$ cat src/rtl/wb_irq_ctrl.sv
// wb_irq_ctrl: Wishbone interrupt controller with per-source level/edge capture, mask and priority vector.
// Define IRQ_SYNC_EN to add a 2-flop synchronizer in front of the source sampling.
module wb_irq_ctrl #(
  parameter int N_IRQ = 8
) (
  input  logic             clk,
  input  logic             reset,
  input  logic             wb_stb_i,
  input  logic             wb_cyc_i,
  output logic             wb_ack_o,
  input  logic             wb_we_i,
  input  logic [31:0]      wb_adr_i,
  input  logic [3:0]       wb_sel_i,
  input  logic [31:0]      wb_dat_i,
  output logic [31:0]      wb_dat_o,
  input  logic [N_IRQ-1:0] irq_i,
  output logic             irq_o,
  output logic [4:0]       irq_vec_o
);
  logic [N_IRQ-1:0] src, in_q, in_prev, pending, mask, edge_sel, act, clr, wdat;
  logic [7:0] adr;
  logic [31:0] rdata;
  logic ack, acc, wr_pend, wr_mask, wr_edge;
  logic unused;
  assign unused = ^{wb_sel_i, wb_adr_i[31:8], wb_dat_i};
  assign adr = wb_adr_i[7:0];
  assign wdat = wb_dat_i[N_IRQ-1:0];
  assign acc = wb_stb_i & wb_cyc_i & ~ack;
  assign wb_ack_o = wb_stb_i & wb_cyc_i & ack;
  assign wr_pend = acc & wb_we_i & (adr == 8'h04);
  assign wr_mask = acc & wb_we_i & (adr == 8'h08);
  assign wr_edge = acc & wb_we_i & (adr == 8'h0C);
  assign clr = wr_pend ? wdat : '0;
  assign act = pending & mask;
  assign irq_o = |act;
  // Scan downward so the lowest active index is the last one written.
  always_comb begin
    irq_vec_o = '0;
    for (int i = N_IRQ - 1; i >= 0; i--)
      if (act[i]) irq_vec_o = 5'(i);
  end
  always_comb begin
    rdata = adr == 8'h00 ? 32'(in_q) :
            adr == 8'h04 ? 32'(pending) :
            adr == 8'h08 ? 32'(mask) :
            adr == 8'h0C ? 32'(edge_sel) :
            adr == 8'h10 ? {irq_o, 26'b0, irq_vec_o} : 32'h0;
  end
`ifdef IRQ_SYNC_EN
  logic [N_IRQ-1:0] sync1, sync2;
  always_ff @(posedge clk) begin
    if (reset) begin
      sync1 <= '0;
      sync2 <= '0;
    end else begin
      sync1 <= irq_i;
      sync2 <= sync1;
    end
  end
  assign src = sync2;
`else
  assign src = irq_i;
`endif
  always_ff @(posedge clk) begin
    if (reset) begin
      ack      <= 1'b0;
      wb_dat_o <= '0;
      in_q     <= '0;
      in_prev  <= '0;
      pending  <= '0;
      mask     <= '0;
      edge_sel <= '0;
    end else begin
      ack     <= acc;
      in_q    <= src;
      in_prev <= in_q;
      // Edge bits: new rising edge beats a simultaneous W1C; level bits follow in_q.
      pending <= (edge_sel & ((in_q & ~in_prev) | (pending & ~clr))) | (~edge_sel & in_q);
      if (acc) wb_dat_o <= rdata;
      if (wr_mask) mask <= wdat;
      if (wr_edge) edge_sel <= wdat;
    end
  end
endmodule

$ cat config.mk
export PLATFORM = sky130hd
export DESIGN_NAME = wb_irq_ctrl
export DESIGN_NICKNAME = d
export VERILOG_FILES = /design/src/rtl/wb_irq_ctrl.sv
export SDC_FILE = /design/constraint.sdc
export NUM_CORES = 1
export LEC_CHECK = 0
export ABC_AREA = 1
export BUFFER_PORTS_ARGS = -buffer_cell sky130_fd_sc_hd__buf_2
export CORE_ASPECT_RATIO = 1.25
export CORE_MARGIN = 10
export CORE_UTILIZATION = 41
export DETAILED_ROUTE_END_ITERATION = 12
export PLACE_DENSITY = 0.79
export SLEW_MARGIN = 10
export SYNTH_ARGS = -nofsm -noshare
export SYNTH_HDL_FRONTEND = slang
export SYNTH_SLANG_ARGS = --single-unit
$ cat constraint.sdc
create_clock -name clk -period 1.54 [get_ports clk]
set_clock_uncertainty 0.15 [all_clocks]
set_input_delay 0.462 -clock clk [delete_from_list [all_inputs] [get_ports clk]]
set_output_delay 0.462 -clock clk [all_outputs]
set_load 0.1 [all_outputs]
Word-level counts from Yosys, hierarchy flattened
Index checks and enable logic that the tools add are counted.
{"block": "classes", "multipliers": 0, "mux": 14, "eq_ne": 4, "n_addsub": 0, "n_reduce_logical": 2, "magnitude_cmp": 0, "div": 0, "bitwise_logic": 18, "shifts": 0}
{"cell": "two-way mux 32 bit", "count": 5}
{"cell": "AND 8 bit", "count": 5}
{"cell": "two-way mux 5 bit", "count": 7}
{"cell": "NOT 8 bit", "count": 3}
{"cell": "== test 8 x 4 -> 1 bit (second input constant)", "count": 2}
{"cell": "OR 8 bit", "count": 2}
{"cell": "== test 8 x 3 -> 1 bit (second input constant)", "count": 1}
{"cell": "== test 8 x 5 -> 1 bit (second input constant)", "count": 1}
{"cell": "zero test 8 bit", "count": 1}
{"cell": "two-way mux 8 bit", "count": 1}
{"cell": "OR reduction 8 bit", "count": 1}
{"cell": "AND 1 bit", "count": 7}
{"cell": "two-way mux 3 bit", "count": 1}
{"cell": "NOT 1 bit", "count": 1}
{"block": "word_totals", "register_bits": 73, "memories": 0, "ram_bits": 0, "romBits": 0, "output_inout_bits": 39, "latch_bits": 0}

Longest topological paths before layout
{"block": "depth", "depth_word": 14, "depth_mapped": 12, "depth_no_buf": 12}

Worst setup path after synthesis
No wires, ideal clock.
{"block": "synth_timing", "kind": "reg-to-output", "startpoint": "reg pending[7]", "endpoint": "out irq_vec_o[0]", "t_required_ns": 0.928, "slack_ns": -1.891, "stages_incl_launch_ff": 9, "t_arrival_ns": 2.819, "path_cell_list": "dfxtp_1 nand2_1 inv_1 nand2_1 nand2_1 nand2_1 nand2_1 nand2_1 a21boi_0"}
{"block": "synth_between", "elab_chain_cells": 9}
{"item": "from (decl)", "line_no": "20", "text": "logic [N_IRQ-1:0] src, in_q, in_prev, pending, mask, edge_sel, act, clr, wdat;"}
{"item": "from (signal assigned)", "line_no": "78", "text": "pending <= (edge_sel & ((in_q & ~in_prev) | (pending & ~clr))) | (~edge_sel & in_q);"}
{"item": "AND 8 bit", "line_no": "34", "text": "assign act = pending & mask;"}
{"item": "two-way mux 3 bit", "line_no": "40", "text": "if (act[i]) irq_vec_o = 5'(i);"}
{"item": "two-way mux 5 bit (7 in series)", "line_no": "40"}
{"item": "to (decl)", "line_no": "18", "text": "output logic [4:0] irq_vec_o"}
Every way passes these cells.

Worst setup path after layout
Ends and elaborated chain as after synthesis.

==> flow_metrics.env <==
export IMPL_area_growth_pct=43.5
export IMPL_top_layer="met4"
export IMPL_grt_pass1_vias=2182
export IMPL_regToRegStartpoint="pending[6]"
export IMPL_ys_warn_count=0
export IMPL_violations="negative setup slack"
export IMPL_p_per_area_mw_per_mm2=831
export IMPL_io_buffer_count=42
export IMPL_clk_pin_slew_ns=0.09
export IMPL_cts_tree="done"
export IMPL_start_util_pct=42.4
export IMPL_synthCells=308
export IMPL_yosysSeqAreaShare_pct=43.4
export IMPL_required_ns=0.93
export IMPL_holdPathStages=3
export IMPL_slew_viol_final=0
export IMPL_fin_ws_ns=-0.507
export IMPL_routed_wl_um=6690
export IMPL_routed_via_count=2225
export IMPL_nNetsFinal=470
export IMPL_seqCellArea_sq_mm=0.00101
export IMPL_rsz0062_at_grt="true"
export IMPL_cp_arrival_ns=1.43
export IMPL_cts_sinks=50
export IMPL_r2r_slack_ns=-0.11
export IMPL_fp_dieH_um=104
export IMPL_ys_seq_elements=50
export IMPL_first_pass_iters=4
export IMPL_hold_buffers=0
export IMPL_utilization_pct=60.9
export IMPL_p_leak_nw=1.50
export IMPL_netlist_cell_type_count=28
export IMPL_die_x_um=87.1
export IMPL_finalCritPeriodShare_pct=133
export IMPL_met1_length_um=2480
export IMPL_antenna_cells=0
export IMPL_postRouteAntennaNets=0
export IMPL_wl_met2_um=3470
export IMPL_reg2reg_depth=9
export IMPL_cts_buffer_depth=2
export IMPL_cts_root_buf="clkbuf_8"
export IMPL_min_period_ns=2.05
export IMPL_hold_class="in -> reg"
export IMPL_cp_startpoint="pending[7]"
export IMPL_first_iter_violations=214
export IMPL_cts_buffers=5
export IMPL_crit_type="reg -> out"
export IMPL_synth_area_per_cell_sq_um=7.50
export IMPL_status="finished, violations left"
export IMPL_wl_per_cell_um=14.7
export IMPL_synthTopCellsByArea="dfxtp_1, nand2_1, buf_4"
export IMPL_hold_start="irq_i[0]"
export IMPL_worst_setup_path_start_kind="flip-flop"
export IMPL_final_hold_viol_count=0
export IMPL_synth_top_area_cell="dfxtp_1"
export IMPL_gr_usage_all_layers_pct=13.5
export IMPL_setup_viol_count_final=8
export IMPL_netlist_area_leader_share_pct=43.4
export IMPL_routed_via_density=4.90
export IMPL_fillCellCount=455
export IMPL_finalPower_w=0.00275
export IMPL_ioPinCount=120
export IMPL_cp_end_kind="output port"
export IMPL_worst_skew_pair_late_latency_ns=0.31
export IMPL_path_max_fanout=2
export IMPL_drive_above_1_share_pct=38.2
export IMPL_antenna_found_initial=0
export IMPL_syn_area_sq_mm=0.00231
export IMPL_fmax_mhz=489
export IMPL_multi_input_area_sq_mm=0.00117
export IMPL_row_count=30
export IMPL_dp_final_hpwl_um=4730
export IMPL_max_cap_violations=0
export IMPL_wl_met3_um=609
export IMPL_vdd_drop_max_mv=0.738
export IMPL_setup_tns_ns=-2.11
export IMPL_grt_overflow_total=0
export IMPL_core_sq_mm=0.00544
export IMPL_drc_errors=0
export IMPL_fp_dieArea_sq_mm=0.00905
export IMPL_ctsHtreeMaxLevel=2
export IMPL_gp_congestion=0.889
export IMPL_grt_pass1_wl_um=10100
export IMPL_grt_max_degree=21
synthesized netlist by cell type:
cell type / instances
a211oi_1: 6
a211oi_2: 2
a21boi_0: 1
a21oi_1: 21
a41oi_1: 4
and3_1: 1
buf_2: 1
buf_4: 26
buf_6: 1
clkbuf_1: 5
conb_1: 1
dfxtp_1: 50
inv_1: 37
inv_2: 5
nand2_1: 62
nand2_2: 1
nand3_1: 8
nand3_2: 2
nand4_1: 2
nor2_1: 29
nor2_2: 2
nor2_4: 2
nor3_1: 3
nor3_4: 1
nor3b_2: 1
o211ai_1: 9
o21ai_0: 14
o21ai_1: 11
report_power, final:
group / switching (W) / internal [W] / total, W
registers: 0.0000290 / 0.00134 / 0.00136
clock network: 0.000441 / 0.000320 / 0.000761
logic: 0.000486 / 0.000140 / 0.000626
total: 0.000956 / 0.00180 / 0.00275
routing by layer:
metal	up-vias	GRT usage, %
met4	0	5.71
met1	1016	14.6
met2	94	24.0
met5	-	0
met3	10	3.13
li1	1105	-
stage by stage:
step / std cells / hold WS (ns) / area, sq um / worst slack, ns
CTS: 448 / 0.200 / 3180 / -0.480
detailed placement: 437 / 0.287 / 3040 / -0.298
global route: 454 / 0.205 / 3310 / -0.567
finish: 454 / 0.202 / 3310 / -0.507
floorplan: 332 / 0.265 / 2480 / -0.716
global placement: 437 / 0.280 / 3040 / -0.268
state kept, by name, indices dropped and copies added, names as in the netlist:
signal	cells
wb_dat_o	9
edge_sel	8
in_prev	8
in_q	8
mask	8
pending	8
ack	1
layout make-up:
cell class	count	area share, %
repair buffers	83	24.1
inverters	42	4.91
flip-flops and latches	50	30.6
clock buffers	5	2.08
well taps	64	2.42
clock inverters	3	0.642
multi-input cells	207	35.3
critical path, stage by stage, from the launching register on:
cell and delay [ns]:
dfxtp_2 0.36, nand2_2 0.07, inv_2 0.05, nand2_2 0.03, nand2_1 0.05, nand2_1 0.05, nand2_1 0.07, nand2_2 0.08
a21boi_2 0.18, buf_12 0.19
repair_timing:
action	in CTS	in global routing
endpoints found under the setup margin	5	34
resized for setup	11	29
pin swaps	4	13
buffers inserted	3	6
placed cells by master (no fill, tap or decap), types with 2 or more instances in the layout:
| cell | instances |
|---|---|
| buf_12 | 18 |
| dfxtp_2 | 9 |
| nand3_4 | 3 |
| nand2_4 | 3 |
| a41oi_1 | 4 |
| dfxtp_1 | 41 |
| nand2_1 | 48 |
| inv_1 | 31 |
| a211oi_2 | 3 |
| o211ai_1 | 9 |
| conb_1 | 25 |
| nand3_1 | 7 |
| buf_4 | 33 |
| nand4_1 | 2 |
| a211oi_1 | 5 |
| nor2_1 | 24 |
| buf_6 | 3 |
| nand2_2 | 12 |
| clkbuf_8 | 5 |
| o21ai_0 | 13 |
| nor3_4 | 2 |
| inv_2 | 9 |
| buf_2 | 28 |
| nor2_4 | 6 |
| o21ai_1 | 11 |
| a21oi_1 | 20 |
| inv_4 | 2 |
| nor2_2 | 3 |
path summary, 6_finish.rpt:
path,to
setup / recovery,irq_vec_o[0]
hold / removal,in_q[0]
setup reg to reg,wb_dat_o[31]
hold reg to reg,in_prev[4]
cell families (layout without fill, tap and decap cells):
| group | after synthesis | after routing | synth area share [%] |
|---|---|---|---|
| buf+inv | 75 | 133 | 16.8 |
| other cells | 1 | 25 | 0.162 |
| simple gates | 114 | 114 | 21.9 |
| flops | 50 | 50 | 43.4 |
| compound gates | 68 | 68 | 17.8 |
No activity file was read; power rests on OpenSTA's default activity.
